## config.mk

```make
export PLATFORM = sky130hd
export DESIGN_NAME = intersection_phase_scheduler
export DESIGN_NICKNAME = d
export VERILOG_FILES = /design/src/rtl/intersection_phase_scheduler.sv
export SDC_FILE = /design/constraint.sdc
export NUM_CORES = 1
export LEC_CHECK = 0
export CORE_ASPECT_RATIO = 1.1
export CORE_UTILIZATION = 30
export DETAILED_ROUTE_END_ITERATION = 12
export GPL_TIMING_DRIVEN = 0
export SYNTH_ARGS = -nofsm -noshare
export SYNTH_HDL_FRONTEND = slang
export SYNTH_SLANG_ARGS = --single-unit
export TNS_END_PERCENT = 50
```

## constraint.sdc

```tcl
create_clock -name CLOCK -period 5.2 [get_ports CLOCK]
set_input_delay 1.56 -clock CLOCK [delete_from_list [all_inputs] [get_ports CLOCK]]
set_output_delay 1.56 -clock CLOCK [all_outputs]
set_load 0.1 [all_outputs]
```

## src/rtl/intersection_phase_scheduler.sv

```systemverilog
// -----------------------------------------------------------------------------
// intersection_phase_scheduler
//
// Top-level phase scheduler for the traffic controller. Walks the NS/EW signal
// heads through AR_NS -> NS_G -> NS_Y -> AR_EW -> EW_G -> EW_Y -> AR_NS.
// In timed mode each green lasts GREEN_MAX cycles. In sensor mode a green
// lasts at least GREEN_MIN cycles and then yields as soon as the opposing
// approach has a car pending; with nothing pending it holds indefinitely.
//
// Optional feature macro: PED_WALK_EN
//   When defined, a sticky pedestrian request inserts a WALK phase (both heads
//   red, walk=1, WALK_T cycles) between EW_Y and AR_NS.
//
// Ports
//   CLOCK              in   system clock, rising edge
//   RESET              in   asynchronous active-low reset
//   mode_sel           in   1 = sensor mode, 0 = timed mode
//   ns_car / ew_car    in   car waiting on the NS / EW approach (level)
//   ns_light/ew_light  out  {R,Y,G} for each head, registered
//   enable_sensor_mode out  mode_sel captured on each entry into AR_NS
//   SET_srl            out  1-cycle pulse on green entry while in sensor mode
//   counter3_RST       out  1-cycle pulse in the first cycle of every phase
//   ped_req / walk     in/out  pedestrian request / walk indication
//                           (PED_WALK_EN only)
// -----------------------------------------------------------------------------
module intersection_phase_scheduler #(
  parameter int CNT_W     = 4,
  parameter int GREEN_MIN = 4,
  parameter int GREEN_MAX = 10,
  parameter int YELLOW_T  = 3,
  parameter int ALLRED_T  = 2
`ifdef PED_WALK_EN
  , parameter int WALK_T  = 5
`endif
) (
  input  logic       CLOCK,
  input  logic       RESET,
  input  logic       mode_sel,
  input  logic       ns_car,
  input  logic       ew_car,
`ifdef PED_WALK_EN
  input  logic       ped_req,
  output logic       walk,
`endif
  output logic [2:0] ns_light,
  output logic [2:0] ew_light,
  output logic       enable_sensor_mode,
  output logic       SET_srl,
  output logic       counter3_RST
);

  typedef enum logic [2:0] {
    ST_AR_NS = 3'd0,
    ST_NS_G  = 3'd1,
    ST_NS_Y  = 3'd2,
    ST_AR_EW = 3'd3,
    ST_EW_G  = 3'd4,
    ST_EW_Y  = 3'd5
`ifdef PED_WALK_EN
    , ST_WALK = 3'd6
`endif
  } state_t;

  // Last timer value of each phase: a phase of length L exits when timer == L-1.
  localparam logic [CNT_W-1:0] GMIN_LAST   = CNT_W'(GREEN_MIN - 1);
  localparam logic [CNT_W-1:0] GMAX_LAST   = CNT_W'(GREEN_MAX - 1);
  localparam logic [CNT_W-1:0] YELLOW_LAST = CNT_W'(YELLOW_T - 1);
  localparam logic [CNT_W-1:0] ALLRED_LAST = CNT_W'(ALLRED_T - 1);
`ifdef PED_WALK_EN
  localparam logic [CNT_W-1:0] WALK_LAST   = CNT_W'(WALK_T - 1);
`endif
  localparam logic [CNT_W-1:0] TMR_ZERO    = {CNT_W{1'b0}};
  localparam logic [CNT_W-1:0] TMR_ONE     = CNT_W'(1);

  localparam logic [2:0] LT_RED    = 3'b100;
  localparam logic [2:0] LT_YELLOW = 3'b010;
  localparam logic [2:0] LT_GREEN  = 3'b001;

  // {ns_light, ew_light} for a given phase; every non-green/yellow phase is all-red.
  function automatic logic [5:0] decode_lights(input state_t st);
    logic [5:0] lights;
    case (st)
      ST_NS_G: lights = {LT_GREEN,  LT_RED};
      ST_NS_Y: lights = {LT_YELLOW, LT_RED};
      ST_EW_G: lights = {LT_RED,    LT_GREEN};
      ST_EW_Y: lights = {LT_RED,    LT_YELLOW};
      default: lights = {LT_RED,    LT_RED};
    endcase
    return lights;
  endfunction

  state_t           state_r;
  state_t           state_nxt_s;
  state_t           target_s;
  logic [CNT_W-1:0] timer_r;
  logic [CNT_W-1:0] timer_nxt_s;
  logic             phase_done_s;
  logic             hold_s;
  logic             ns_req_r;
  logic             ew_req_r;
  logic             ns_pend_s;
  logic             ew_pend_s;
  logic             ns_green_entry_s;
  logic             ew_green_entry_s;
  logic [5:0]       lights_nxt_s;
`ifdef PED_WALK_EN
  logic             ped_req_r;
  logic             ped_pend_s;
  logic             walk_entry_s;
`endif

  // A request seen this cycle counts immediately, so a car arriving after the
  // minimum green has elapsed ends the green on the very next edge.
  assign ns_pend_s = ns_req_r | ns_car;
  assign ew_pend_s = ew_req_r | ew_car;
`ifdef PED_WALK_EN
  assign ped_pend_s = ped_req_r | ped_req;
`endif

  // Next-state and timer logic: decide whether the current phase ends this cycle.
  always_comb begin
    target_s     = state_r;
    phase_done_s = 1'b0;
    hold_s       = 1'b0;
    case (state_r)
      ST_AR_NS: begin
        target_s     = ST_NS_G;
        phase_done_s = (timer_r == ALLRED_LAST);
      end
      ST_NS_G: begin
        target_s = ST_NS_Y;
        if (enable_sensor_mode) begin
          phase_done_s = (timer_r >= GMIN_LAST) && ew_pend_s;
          hold_s       = (timer_r >= GMIN_LAST);
        end else begin
          phase_done_s = (timer_r == GMAX_LAST);
        end
      end
      ST_NS_Y: begin
        target_s     = ST_AR_EW;
        phase_done_s = (timer_r == YELLOW_LAST);
      end
      ST_AR_EW: begin
        target_s     = ST_EW_G;
        phase_done_s = (timer_r == ALLRED_LAST);
      end
      ST_EW_G: begin
        target_s = ST_EW_Y;
        if (enable_sensor_mode) begin
          phase_done_s = (timer_r >= GMIN_LAST) && ns_pend_s;
          hold_s       = (timer_r >= GMIN_LAST);
        end else begin
          phase_done_s = (timer_r == GMAX_LAST);
        end
      end
      ST_EW_Y: begin
        phase_done_s = (timer_r == YELLOW_LAST);
`ifdef PED_WALK_EN
        if (ped_pend_s) begin
          target_s = ST_WALK;
        end else begin
          target_s = ST_AR_NS;
        end
`else
        target_s = ST_AR_NS;
`endif
      end
`ifdef PED_WALK_EN
      ST_WALK: begin
        target_s     = ST_AR_NS;
        phase_done_s = (timer_r == WALK_LAST);
      end
`endif
      default: begin
        // Unreachable encodings recover through an all-red restart.
        target_s     = ST_AR_NS;
        phase_done_s = 1'b1;
      end
    endcase

    if (phase_done_s) begin
      state_nxt_s = target_s;
      timer_nxt_s = TMR_ZERO;
    end else if (hold_s) begin
      // Sensor-mode green with nobody waiting: timer parks at GREEN_MIN-1.
      state_nxt_s = state_r;
      timer_nxt_s = timer_r;
    end else begin
      state_nxt_s = state_r;
      timer_nxt_s = timer_r + TMR_ONE;
    end
  end

  assign ns_green_entry_s = phase_done_s && (target_s == ST_NS_G);
  assign ew_green_entry_s = phase_done_s && (target_s == ST_EW_G);
`ifdef PED_WALK_EN
  assign walk_entry_s     = phase_done_s && (target_s == ST_WALK);
`endif
  assign lights_nxt_s     = decode_lights(state_nxt_s);

  // State, timer, request flags and all registered outputs.
  always_ff @(posedge CLOCK or negedge RESET) begin
    if (!RESET) begin
      state_r            <= ST_AR_NS;
      timer_r            <= TMR_ZERO;
      ns_req_r           <= 1'b0;
      ew_req_r           <= 1'b0;
      enable_sensor_mode <= 1'b0;
      SET_srl            <= 1'b0;
      counter3_RST       <= 1'b0;
      ns_light           <= LT_RED;
      ew_light           <= LT_RED;
`ifdef PED_WALK_EN
      ped_req_r          <= 1'b0;
      walk               <= 1'b0;
`endif
    end else begin
      state_r      <= state_nxt_s;
      timer_r      <= timer_nxt_s;
      counter3_RST <= phase_done_s;
      // enable_sensor_mode only changes on AR_NS entry, never together with a
      // green entry, so the current value is the one the new green will see.
      SET_srl      <= (ns_green_entry_s || ew_green_entry_s) && enable_sensor_mode;
      ns_light     <= lights_nxt_s[5:3];
      ew_light     <= lights_nxt_s[2:0];

      if (phase_done_s && (target_s == ST_AR_NS)) begin
        enable_sensor_mode <= mode_sel;
      end else begin
        enable_sensor_mode <= enable_sensor_mode;
      end

      // A request arriving in the same cycle as the clear survives it.
      if (ns_green_entry_s) begin
        ns_req_r <= ns_car;
      end else begin
        ns_req_r <= ns_pend_s;
      end

      if (ew_green_entry_s) begin
        ew_req_r <= ew_car;
      end else begin
        ew_req_r <= ew_pend_s;
      end

`ifdef PED_WALK_EN
      if (walk_entry_s) begin
        ped_req_r <= ped_req;
      end else begin
        ped_req_r <= ped_pend_s;
      end
      walk <= (state_nxt_s == ST_WALK);
`endif
    end
  end

endmodule

```

==> flow_summary.json, run 1 <==
{
  "status": "completed",
  "worstPathCellList": "clkdlybuf4s50_1",
  "critPathLaunchType": "register",
  "setup_tns_ns": 0,
  "cts_setup_buffers": 0,
  "ys_ff_latch": 18,
  "wirelength_um": 1990,
  "hold_viol_final": 0,
  "reg2reg_slack_ns": 3.28,
  "use_met3_pct": 1.89,
  "initial_core_util_pct": 31.4,
  "nNetsFinal": 116,
  "drt-pass1-iter-count": 4,
  "io_pins": 14,
  "synth_ff_type": "dfrtp_1",
  "path_delay_family": "buffers and inverters",
  "seq_area_frac_synth_pct": 47.4,
  "cts.htree.levels": 1,
  "die_w_um": 55.8,
  "cts_inserted_buffers": 3,
  "track_usage_pct": 12.7,
  "cts.clk_slew.worst_paths_ns": 0.11,
  "syn_area_um2": 956,
  "power.density_mw_per_mm2": 672,
  "synth_area_leader_cell": "dfrtp_1",
  "whs_ns": 0.482,
  "coreArea_mm2": 0.00305,
  "antenna_cells": 0,
  "place_congestion": 0.848,
  "final_util_pct": 38.2,
  "synth_edf_count": 0,
  "setup_slack_ns": 1.70,
  "worstPathMaxFanout": 1,
  "cp_slowest_cell": "clkdlybuf4s50_1",
  "hpwl_um": 1430,
  "fin_crit_ns": 3.50,
  "synthCells": 91,
  "dieArea_mm2": 0.00342,
  "grt_overflow": 0,
  "synthTopCellsByCount": "dfrtp_1, nor2_1, nand2_1, a21oi_1, xor2_1",
  "power_mw": 0.782,
  "clk_latency_ns": 0.29,
  "fin_area_mm2": 0.00116,
  "drt_iter0_drc": 5,
  "drc": 0,
  "slew_headroom_pct": 34.9,
  "synth_area_leaders": "dfrtp_1, dfstp_2, xor2_1, nor2_1, a211oi_2",
  "clock_path_buffers": 2,
  "slew_violations": 0,
  "place_ws_ns": 2.03,
  "peakVddDrop_uv": 345,
  "fmax_ghz": 0.285,
  "grt_max_degree": 19,
  "ys_warn_count": 0,
  "crit_arrival_ns": 1.94,
  "grt_use_met1_pct": 15.4,
  "die_height_um": 61.2,
  "rows": 21,
  "instances_no_fill": 142,
  "cts.sinks": 18,
  "slowest_delay_ns": 1.12,
  "syn_nets": 98,
  "synth_top_cell_area_share_pct": 41.9,
  "dpl.cell_count": 138,
  "hold_path.class": "register to register",
  "use_met2_pct": 22.9,
  "synth.most_common_cell": "dfrtp_1",
  "busiest_layer": "met2",
  "port_buffers": 13,
  "antenna_found_initial": 0,
  "placed_cell_area_mm2": 0.00113,
  "finalCritPeriodShare_pct": 67.4,
  "ant_nets": 0,
  "multi_input_area_um2": 467,
  "setup_viol": 0,
  "tritoncts": "built",
  "drive_gt1_share_pct": 17.6,
  "end_kind": "primary output",
  "maxCapViolCount": 0,
  "worstPathRequired_ns": 3.64,
  "async_flop_share_pct": 100,
  "clockRootBuffer": "clkbuf_4",
  "rsz0062_at_grt": "no",
  "avgViaCountPerCell": 5.32,
  "vias": 755,
  "crit_buf_inv": 1,
  "postSynthAreaPerCell_um2": 10.5,
  "syn_to_final_growth_pct": 21.9,
  "critPathKind": "register to primary output",
  "p_leak_nw": 0.511,
  "wl_per_cell_um": 14.0,
  "grt_pass1_wl_um": 3300,
  "fin_worst_skew_ns": 0.0118,
  "ys_types": 39,
  "fillers": 320,
  "cts-resized-gates": 0,
  "regArea_um2": 453,
  "worst_pin_slew_ns": 0.974,
  "grt_pass1_vias": 730,
  "cts-hold-fix-buffers": 0
}
[layout make-up]
class | count | share of cell area, %
Multi-Input combinational cell | 64 | 40.1
Timing Repair Buffer | 13 | 11.2
Tap cell | 34 | 3.65
Inverter | 5 | 1.61
Sequential cell | 18 | 38.9
Clock buffer | 4 | 3.11
Buffer | 4 | 1.50
[sequential cells by signal, indices dropped and copies added, names as in the netlist]
register            count
ns_light                3
ew_light                3
ns_req_r                1
timer_r                 4
counter3_RST            1
state_r                 3
enable_sensor_mode      1
SET_srl                 1
ew_req_r                1
[routing by layer]
metal,wire length (um),part of all wire (%)
met5,0,0
met1,945,47
met3,50,2.5
met4,31,1.6
met2,965,48
[power by group]
| group | leakage (nW) | internal [mW] | total [mW] | switching (mW) |
|---|---|---|---|---|
| clock | 0.0210 | 0.0426 | 0.0864 | 0.0438 |
| combinational | 0.270 | 0.148 | 0.454 | 0.306 |
| sequential | 0.220 | 0.191 | 0.242 | 0.0512 |
| total | 0.511 | 0.381 | 0.782 | 0.401 |
[layout by cell type (no fill, tap or decap), drive strengths merged, types with 3 or more instances in the layout]
cell           count
dfrtp             16
clkdlybuf4s50     13
nor2               7
o21ai              7
nand2              6
a21oi              6
clkbuf             6
xor2               5
inv                5
nor3               3
[logic make-up after synthesis]
| family | count (synthesis) | share of synthesized area [%] |
|---|---|---|
| compound gates | 23 | 17.5 |
| xor+xnor | 5 | 4.58 |
| fa+ha+maj | 2 | 2.62 |
| buf+inv | 9 | 3.80 |
| flops | 18 | 47.4 |
| mux | 1 | 1.18 |
| simple gates | 33 | 22.9 |
[final timing paths]
path | cells past startpoint | end | startpoint
max | 1 | ns_light[2] | ns_light[2]
min reg2reg | 1 | ns_req_r | ns_req_r
max in group asynchronous | 1 | timer_r[2] | RESET
max reg2reg | 6 | state_r[1] | timer_r[1]
min in group asynchronous | 1 | enable_sensor_mode | RESET
min | 1 | ns_req_r | ns_req_r
No activity file was read; power rests on OpenSTA's default activity.
==> run 2, diff against run 1 <==
==> constraint.sdc (replaced) <==
create_clock -name CLOCK -period 3.3 [get_ports CLOCK]
set_input_delay 0.99 -clock CLOCK [delete_from_list [all_inputs] [get_ports CLOCK]]
set_output_delay 0.99 -clock CLOCK [all_outputs]
set_load 0.1 [all_outputs]
==> results of run 2 <==
The final DEF is identical to that of run 1. Status: completed.
Among the figures that moved: setup slack after placement 2.03 ns -> 0.699 ns; setup slack after layout 1.70 ns -> 0.367 ns; register-to-register setup slack 3.28 ns -> 1.38 ns; total power 0.782 mW -> 1.23 mW; worst IR drop on VDD 345 uV -> 543 uV
